<file path="src/rtl/pcileech_sysctl_pkg.sv">
// Shared types and constants for the AC701 system-control stage.
package pcileech_sysctl_pkg;

  // Reset sequencer states: hold the system in reset, or let it run.
  typedef enum logic {
    ST_HOLD = 1'b0,
    ST_RUN  = 1'b1
  } sysctl_state_t;

  // Bit positions inside gpio_led.
  localparam int LED_HB   = 0;
  localparam int LED_COM  = 1;
  localparam int LED_PCIE = 2;

endpackage

</file>
<file path="src/rtl/pcileech_debounce.sv">
// Two-flop synchronizer followed by a stable-level debouncer for one raw button.
module pcileech_debounce #(
  parameter int CYCLES = 1000000
) (
  input  logic clk,
  input  logic rst,
  input  logic din_async,
  output logic dout
);

  localparam int CW = (CYCLES > 1) ? $clog2(CYCLES) : 1;
  localparam logic [CW-1:0] TERM = CW'(CYCLES - 1);

  logic          sync1;
  logic          sync2;
  logic [CW-1:0] cnt;

  // Bring the asynchronous button into the clock domain.
  always_ff @(posedge clk) begin
    if (rst) begin
      sync1 <= 1'b0;
      sync2 <= 1'b0;
    end else begin
      sync1 <= din_async;
      sync2 <= sync1;
    end
  end

  // Follow the synchronized level only once it has differed long enough.
  always_ff @(posedge clk) begin
    if (rst) begin
      cnt  <= '0;
      dout <= 1'b0;
    end else if (sync2 == dout) begin
      cnt <= '0;
    end else if (cnt == TERM) begin
      cnt  <= '0;
      dout <= ~dout;
    end else begin
      cnt <= cnt + CW'(1);
    end
  end

endmodule

</file>
<file path="src/rtl/pcileech_sysctl_ac701.sv">
// AC701 system control: debounced buttons, minimum-width system reset,
// FT601 reset, free-running tick counter and heartbeat/activity LEDs.
// Optional LED activity stretching is enabled with PCILEECH_SYSCTL_LED_STRETCH_EN.
module pcileech_sysctl_ac701
  import pcileech_sysctl_pkg::*;
#(
  parameter int DEBOUNCE_CYCLES = 1000000,
  parameter int RST_HOLD_CYCLES = 64,
  parameter int STRETCH_CYCLES  = 5000000,
  parameter int HEARTBEAT_BIT   = 26
) (
  input  logic        clk,
  input  logic        rst,
  input  logic        gpio_sw_north,
  input  logic        gpio_sw_south,
  input  logic        pcie_perst_n,
  input  logic        act_com,
  input  logic        act_pcie,
  output logic        rst_sys,
  output logic        ft601_rst_n,
  output logic        sw_south_db,
  output logic        perst_n_sync,
  output logic [63:0] tickcount64,
  output logic [2:0]  gpio_led
);

  localparam int HW = (RST_HOLD_CYCLES > 1) ? $clog2(RST_HOLD_CYCLES) : 1;
  localparam logic [HW-1:0] HOLD_TERM = HW'(RST_HOLD_CYCLES - 1);

  logic          north_db;
  logic          north_db_q;
  logic          perst_s1;
  sysctl_state_t state_q;
  sysctl_state_t state_d;
  logic [HW-1:0] hold_cnt_q;
  logic [HW-1:0] hold_cnt_d;
  logic          rst_sys_d;
  logic [63:0]   tick_next;
  logic          led_hb;
  logic          led_com;
  logic          led_pcie;

  pcileech_debounce #(.CYCLES(DEBOUNCE_CYCLES)) u_db_north (
    .clk       (clk),
    .rst       (rst),
    .din_async (gpio_sw_north),
    .dout      (north_db)
  );

  pcileech_debounce #(.CYCLES(DEBOUNCE_CYCLES)) u_db_south (
    .clk       (clk),
    .rst       (rst),
    .din_async (gpio_sw_south),
    .dout      (sw_south_db)
  );

  // PERST# is only forwarded, so it needs nothing beyond synchronization.
  always_ff @(posedge clk) begin
    if (rst) begin
      perst_s1     <= 1'b0;
      perst_n_sync <= 1'b0;
    end else begin
      perst_s1     <= pcie_perst_n;
      perst_n_sync <= perst_s1;
    end
  end

  // Reset sequencer: count release time in HOLD, re-enter HOLD on a button press.
  always_comb begin
    state_d    = state_q;
    hold_cnt_d = hold_cnt_q;
    case (state_q)
      ST_HOLD: begin
        if (north_db) begin
          hold_cnt_d = '0;
        end else if (hold_cnt_q == HOLD_TERM) begin
          state_d    = ST_RUN;
          hold_cnt_d = '0;
        end else begin
          hold_cnt_d = hold_cnt_q + HW'(1);
        end
      end
      ST_RUN: begin
        if (north_db && !north_db_q) begin
          state_d    = ST_HOLD;
          hold_cnt_d = '0;
        end
      end
      default: begin
        state_d    = ST_HOLD;
        hold_cnt_d = '0;
      end
    endcase
    rst_sys_d = (state_d == ST_HOLD);
  end

  // Sequencer state plus both reset outputs, registered from the same next state
  // so the FT601 reset can never skew against the system reset.
  always_ff @(posedge clk) begin
    if (rst) begin
      state_q     <= ST_HOLD;
      hold_cnt_q  <= '0;
      north_db_q  <= 1'b0;
      rst_sys     <= 1'b1;
      ft601_rst_n <= 1'b0;
    end else begin
      state_q     <= state_d;
      hold_cnt_q  <= hold_cnt_d;
      north_db_q  <= north_db;
      rst_sys     <= rst_sys_d;
      ft601_rst_n <= ~rst_sys_d;
    end
  end

  assign tick_next = tickcount64 + 64'd1;

  // Free-running tick counter and the heartbeat LED derived from it.
  always_ff @(posedge clk) begin
    if (rst) begin
      tickcount64 <= '0;
      led_hb      <= 1'b0;
    end else begin
      tickcount64 <= tick_next;
      led_hb      <= sw_south_db ^ north_db ^ tick_next[HEARTBEAT_BIT];
    end
  end

`ifdef PCILEECH_SYSCTL_LED_STRETCH_EN
  localparam int SW = $clog2(STRETCH_CYCLES + 1);

  logic          com_q;
  logic          pcie_q;
  logic [SW-1:0] com_cnt;
  logic [SW-1:0] pcie_cnt;
  logic [SW-1:0] com_cnt_d;
  logic [SW-1:0] pcie_cnt_d;

  // Reload on each activity rising edge, otherwise run down to zero and stay.
  always_comb begin
    com_cnt_d  = com_cnt;
    pcie_cnt_d = pcie_cnt;
    if (act_com && !com_q) begin
      com_cnt_d = SW'(STRETCH_CYCLES);
    end else if (com_cnt != '0) begin
      com_cnt_d = com_cnt - SW'(1);
    end
    if (act_pcie && !pcie_q) begin
      pcie_cnt_d = SW'(STRETCH_CYCLES);
    end else if (pcie_cnt != '0) begin
      pcie_cnt_d = pcie_cnt - SW'(1);
    end
  end

  // Stretched activity LEDs, dark while the system is held in reset.
  always_ff @(posedge clk) begin
    if (rst) begin
      com_q    <= 1'b0;
      pcie_q   <= 1'b0;
      com_cnt  <= '0;
      pcie_cnt <= '0;
      led_com  <= 1'b0;
      led_pcie <= 1'b0;
    end else begin
      com_q    <= act_com;
      pcie_q   <= act_pcie;
      com_cnt  <= com_cnt_d;
      pcie_cnt <= pcie_cnt_d;
      led_com  <= !rst_sys_d && (com_cnt_d != '0);
      led_pcie <= !rst_sys_d && (pcie_cnt_d != '0);
    end
  end
`else
  // Activity LEDs as plain registered copies, dark while the system is held in reset.
  always_ff @(posedge clk) begin
    if (rst) begin
      led_com  <= 1'b0;
      led_pcie <= 1'b0;
    end else begin
      led_com  <= !rst_sys_d && act_com;
      led_pcie <= !rst_sys_d && act_pcie;
    end
  end
`endif

  assign gpio_led[LED_HB]   = led_hb;
  assign gpio_led[LED_COM]  = led_com;
  assign gpio_led[LED_PCIE] = led_pcie;

endmodule
</file>
<file path="config.mk">
export PLATFORM = sky130hd
export DESIGN_NAME = pcileech_sysctl_ac701
export DESIGN_NICKNAME = d
export VERILOG_FILES = /design/src/rtl/pcileech_sysctl_pkg.sv /design/src/rtl/pcileech_debounce.sv /design/src/rtl/pcileech_sysctl_ac701.sv
export SDC_FILE = /design/constraint.sdc
export NUM_CORES = 1
export LEC_CHECK = 0
export CORE_ASPECT_RATIO = 0.8
export CORE_UTILIZATION = 49
export CTS_CLUSTER_DIAMETER = 150
export DETAILED_ROUTE_END_ITERATION = 7
export GPL_TIMING_DRIVEN = 0
export PLACE_DENSITY = 0.76
export SKIP_LAST_GASP = 1
export SLEW_MARGIN = 20
export SYNTH_ARGS = -nofsm -noshare
export SYNTH_HDL_FRONTEND = slang
export SYNTH_SLANG_ARGS = --single-unit
</file>
<file path="constraint.sdc">
create_clock -name clk -period 2.19 [get_ports clk]
set_input_delay 0.219 -clock clk [delete_from_list [all_inputs] [get_ports clk]]
set_output_delay 0.219 -clock clk [all_outputs]
set_load 0.1 [all_outputs]
</file>
Yosys cells after proc, flatten, opt, wreduce, memory -nomap -nowiden
Index checks and enable logic that the tools add are counted.
{"block": "totals", "reg_bits": 124, "latchBits": 0, "ram_bits": 0, "rom_bits": 0, "input_bits": 7, "wordCells": 52, "memories": 0}
{"block": "op_classes", "n_addsub": 4, "n_mul": 0, "div_mod_pow": 0, "n_lt_le_gt_ge": 0, "n_eq_ne": 6, "n_shift": 0, "n_mux": 8, "n_bitwise": 8, "reduce_logical": 8}
{"op": "64-bit by 1-bit adder with 64-bit output (second input constant)", "count": 1}
{"op": "20-bit by 1-bit adder with 20-bit output (second input constant)", "count": 2}
{"op": "20-bit == test (second input constant)", "count": 2}
{"op": "6-bit two-way mux", "count": 3}
{"op": "6-bit one-hot mux with 2 select lines", "count": 1}
{"op": "6-bit by 1-bit adder with 6-bit output (second input constant)", "count": 1}
{"op": "6-bit == test (second input constant)", "count": 1}
{"op": "1-bit NOT", "count": 6}
{"op": "3-bit OR reduction", "count": 2}
{"op": "2-bit AND reduction", "count": 2}
{"op": "1-bit logical AND", "count": 3}
{"op": "1-bit two-way mux", "count": 3}
{"op": "1-bit == test", "count": 2}
{"op": "2-bit by 1-bit inequality test with 1-bit output (second input constant)", "count": 1}
{"op": "1-bit one-hot mux with 2 select lines", "count": 1}
{"op": "1-bit bitwise XOR", "count": 2}
{"op": "1-bit zero test", "count": 1}

Longest topological paths before layout
{"block": "depth", "word_depth": 5, "ltp_mapped": 8, "ltp_nobuf": 6}

Cells and area by module
From an unflattened synthesis, not the netlist that was laid out.
{"block": "hier_totals", "hier_cells": 664, "hier_area_um2": 5771.8}
{"mod": "pcileech_sysctl_ac701", "instances": 1, "cells_per_inst": 440, "area_per_inst_um2": 3714.8, "seq_area_each_um2": 1561.5}
{"mod": "pcileech_debounce", "instances": 2, "cells_per_inst": 112, "area_per_inst_um2": 1028.5, "seq_area_each_um2": 460.4}

Worst setup path after synthesis
OpenSTA, ideal clock, no wires.
{"block": "synth_timing", "kind": "register -> register", "startpoint": "reg tickcount64[21]", "endpoint": "reg tickcount64[63]", "setup_ns": 0.070, "t_arrival_ns": 3.002, "required_time_ns": 2.120, "path_slack_ns": -0.883, "stages_incl_launch_ff": 8, "period_less_slack_ns": 3.073, "path_cell_list": "dfxtp_1 > clkbuf_2 > nand3_1 > or3_4 > or4b_4 > buf_6 > or4_1 > a21oi_1"}
{"block": "synth_via", "elab_chain_len": 1}
{"item": "start, declared", "line_no": "pcileech_sysctl_ac701.sv:23", "text": "output logic [63:0] tickcount64,"}
{"item": "start signal, assigned", "line_no": "pcileech_sysctl_ac701.sv:123", "text": "tickcount64 <= tick_next;"}
{"item": "64-bit by 1-bit adder with 64-bit output", "line_no": "pcileech_sysctl_ac701.sv:115", "text": "assign tick_next = tickcount64 + 64'd1;"}
No other way between the ends.
A chain may end at the register's enable or synchronous reset.

Worst setup path in the final report
{"block": "layout_timing", "startpoint": "reg tickcount64[9]", "endpoint": "reg tickcount64[63]"}
Same word-level chain as after synthesis.

==> flow_summary.json <==
{
  "status": "complete, but fails checks",
  "violations": "setup timing",
  "hold_end": "u_db_south.sync1$_SDFF_PP0_",
  "drive_gt1_share_pct": 21.8,
  "peakVddDrop_v": 0.000544,
  "synth_top_area_share_pct": 45.7,
  "grt_use_met3_pct": 6.52,
  "wl_per_cell_um": 15.9,
  "start_kind": "register",
  "dieArea_um2": 11500,
  "synth_largest_area_cell": "dfxtp_1",
  "rows": 33,
  "finalSetupViolCount": 12,
  "worstPathArrival_ns": 2.66,
  "io_buffers": 77,
  "n_antenna_cell": 0,
  "async_reset_ff_share_pct": 0,
  "grt_pass1_wl_um": 23300,
  "synth-edff-count": 0,
  "yosys_warnings": 0,
  "worst_hold_startpoint": "gpio_sw_south",
  "reg2reg_setup_slack_ns": -0.12,
  "grt-busiest-layer": "met2",
  "final_nets": 775,
  "avgViaCountPerCell": 5.65,
  "yosysUniqueCellTypes": 41,
  "syn_area_um2": 5430,
  "yosys_most_used_dff": "dfxtp_1",
  "hold_path_class": "in2reg",
  "multi_input_area_um2": 2930,
  "initial_core_util_pct": 51.6,
  "setup_slack_ns": -0.122,
  "overflow": 0,
  "cts.sinks": 124,
  "ant_nets": 0,
  "regToRegEndpoint": "tickcount64[63]$_SDFF_PP0_",
  "timing.rr.start": "tickcount64[9]$_SDFF_PP0_",
  "cts_tree": "yes",
  "synth.top_cells.by_area": "dfxtp_1 (46%), xor2_1 (6.9%), nor2_1 (6.7%)",
  "r2r.worst_path.cells": 6,
  "synth.most_common_cell": "dfxtp_1",
  "path_class": "reg2reg",
  "cp_max_fo": 5,
  "clock_latency_ns": 0.42,
  "power.leakage_nw": 3.28,
  "rsz0062_at_grt": "true",
  "vias": 5179,
  "post-route-min-period_ns": 2.31,
  "finalSetupTns_ns": -0.605,
  "drt-pass1-iter-count": 4,
  "io-pin-count": 78,
  "cts_buffers": 17,
  "powerDensity_nw_per_um2": 707,
  "ys_ff_latch": 124,
  "fp.dieH_um": 96.1,
  "slew_violations": 0,
  "drtIter0Drc": 334,
  "gr-usage-met1_pct": 33.0,
  "max_freq_ghz": 0.433,
  "clkTransAtPathRegs_ns": 0.06,
  "wl_um": 14600,
  "seq_area_frac_synth_pct": 45.7,
  "grtUsageTotal_pct": 26.0,
  "max-cap-violations": 0,
  "grt_pass1_vias": 4913,
  "cp-end-kind": "register",
  "clock-root-buffer": "clkbuf_16",
  "layout.area.seq_um2": 2630,
  "cts_buffer_depth": 2,
  "fin_crit_sh_pct": 106,
  "tightest_slew_ns": 1.02,
  "finalWeightedCongestion": 0.861,
  "synth_common_cells": "dfxtp_1 (124), nor2_1 (97), nand3_1 (49), xor2_1 (43)",
  "grt_max_degree": 17,
  "max_slew_margin_pct": 31.5,
  "grt_antenna_before_repair": 0,
  "required_ns": 2.54,
  "met2_usage_pct": 42.5,
  "total_power_mw": 5.49,
  "skew_ns": 0.00998,
  "syn_inst": 629,
  "drc": 0,
  "htreeDepth": 4,
  "core_region_area_um2": 10500,
  "die-width_um": 120,
  "hold_viol": 0,
  "areaGrowthSynthToFinish_pct": 43.1,
  "nFillCells": 774,
  "postSynthAreaPerCell_um2": 8.63,
  "synth_nets": 640,
  "detailed_place_hpwl_um": 9220,
  "min_path_cells": 2
}
where the power goes:
part | internal, mW | total, mW | switching [mW]
sequential | 2.24 | 2.25 | 0.0157
clock | 2.08 | 3.10 | 1.02
combinational | 0.0473 | 0.144 | 0.0968
metrics by stage:
stage          worst slack, ns  cell area [µm²]  util [%]  hold WS [ns]  cells
3_5_place_dp            -0.221             6570      62.4         0.431    846
2_1_floorplan           -0.265             5620         -         0.341    629
4_1_cts                 -0.113             7510      71.3         0.354    904
5_1_grt                 -0.151             7770      73.8         0.359    917
6_report                -0.122             7770      73.8         0.358    917
3_3_place_gp            -0.183             6570      62.4         0.424    846
critical path, stage by stage, from the launching register on:
cell and delay (ns):
dfxtp_4 0.37, nand3_4 0.10, or3_4 0.40, or4b_4 0.58
buf_6 0.16, or4_4 0.51, a21oi_2 0.12
worst max-delay path by stage:
stage,cells after the start,start,slack [ns],end
after global placement,5,rst,-0.18,tickcount64[56]$_SDFF_PP0_
final,6,tickcount64[9]$_SDFF_PP0_,-0.12,tickcount64[63]$_SDFF_PP0_
after CTS,6,tickcount64[0]$_SDFF_PP0_,-0.11,tickcount64[63]$_SDFF_PP0_
after global routing,6,tickcount64[4]$_SDFF_PP0_,-0.15,tickcount64[63]$_SDFF_PP0_
after floorplan,6,tickcount64[18]$_SDFF_PP0_,-0.26,tickcount64[63]$_SDFF_PP0_
after detailed placement,5,rst,-0.22,tickcount64[33]$_SDFF_PP0_
cells in the final DEF (no fill, tap or decap), types with 4 or more instances in the layout:
| cell | netlist | layout |
|---|---|---|
| nand3_4 | 0 | 4 |
| clkinv_2 | 0 | 4 |
| dlymetal6s2s_1 | 0 | 32 |
| and4_1 | 8 | 8 |
| nand2_1 | 32 | 32 |
| or3_1 | 24 | 23 |
| nand4_1 | 26 | 26 |
| o31ai_1 | 9 | 7 |
| inv_1 | 14 | 14 |
| buf_4 | 3 | 42 |
| xor2_1 | 43 | 43 |
| mux2_2 | 4 | 4 |
| xnor2_1 | 27 | 27 |
| clkdlybuf4s50_1 | 0 | 38 |
| dfxtp_1 | 124 | 69 |
| and3_1 | 18 | 18 |
| dfxtp_4 | 0 | 33 |
| a21oi_2 | 0 | 5 |
| clkbuf_16 | 0 | 20 |
| nand3_1 | 49 | 44 |
| a21oi_1 | 32 | 27 |
| or4_1 | 10 | 7 |
| nor3_1 | 8 | 8 |
| dlygate4sd2_1 | 0 | 7 |
| dfxtp_2 | 0 | 22 |
| nor4_1 | 14 | 12 |
| nor2_1 | 97 | 96 |
| clkbuf_1 | 21 | 13 |
| and2_1 | 5 | 5 |
| nor2b_1 | 11 | 11 |
| clkbuf_8 | 0 | 6 |
| o21ai_0 | 22 | 19 |
cells by family after synthesis:
| logic type | synth area share (%) |
|---|---|
| and+or+nand+nor | 30.0 |
| DFF | 45.7 |
| xor gates and xnor gates | 11.7 |
| AOI/OAI and AO/OA | 7.17 |
| buffers and inverters | 3.27 |
| muxes | 1.20 |
| adders and majority gates | 0.922 |
layer usage:
layer  vias up  part of all wire (%)
met3        18                   5.2
met5         -                     0
li1       2488                     -
met1      2491                    44
met4         0                   1.3
met2       182                    49
registers in the layout, summed over array words and instances, names as in the netlist:
name	flops
hold_cnt_q	6
u_db_north.dout	1
state_q	1
perst_s1	1
north_db_q	1
u_db_south.sync2	1
tickcount64	64
perst_n_sync	1
rst_sys	1
led_com	1
u_db_south.dout	1
led_pcie	1
u_db_south.sync1	1
u_db_north.cnt	20
u_db_north.sync2	1
led_hb	1
u_db_south.cnt	20
u_db_north.sync1	1
layout make-up:
cell class / count / share of cell area (%)
Clock buffer: 23 / 6.98
Clock inverter: 9 / 1.59
Inverter: 14 / 0.677
Timing Repair Buffer: 119 / 15.0
Sequential cell: 124 / 33.9
Tap cell: 140 / 2.26
Buffer: 25 / 1.88
Multi-Input combinational cell: 463 / 37.7
timing repair:
item,CTS,global route
hold buffers,0,0
setup endpoints to repair,30,75
gates cloned,2,0
resized for setup,22,55
pin swaps,11,10
buffers inserted,26,14
endpoints found under the hold margin,0,0
Note: power is estimated with default switching activity, not from simulation.
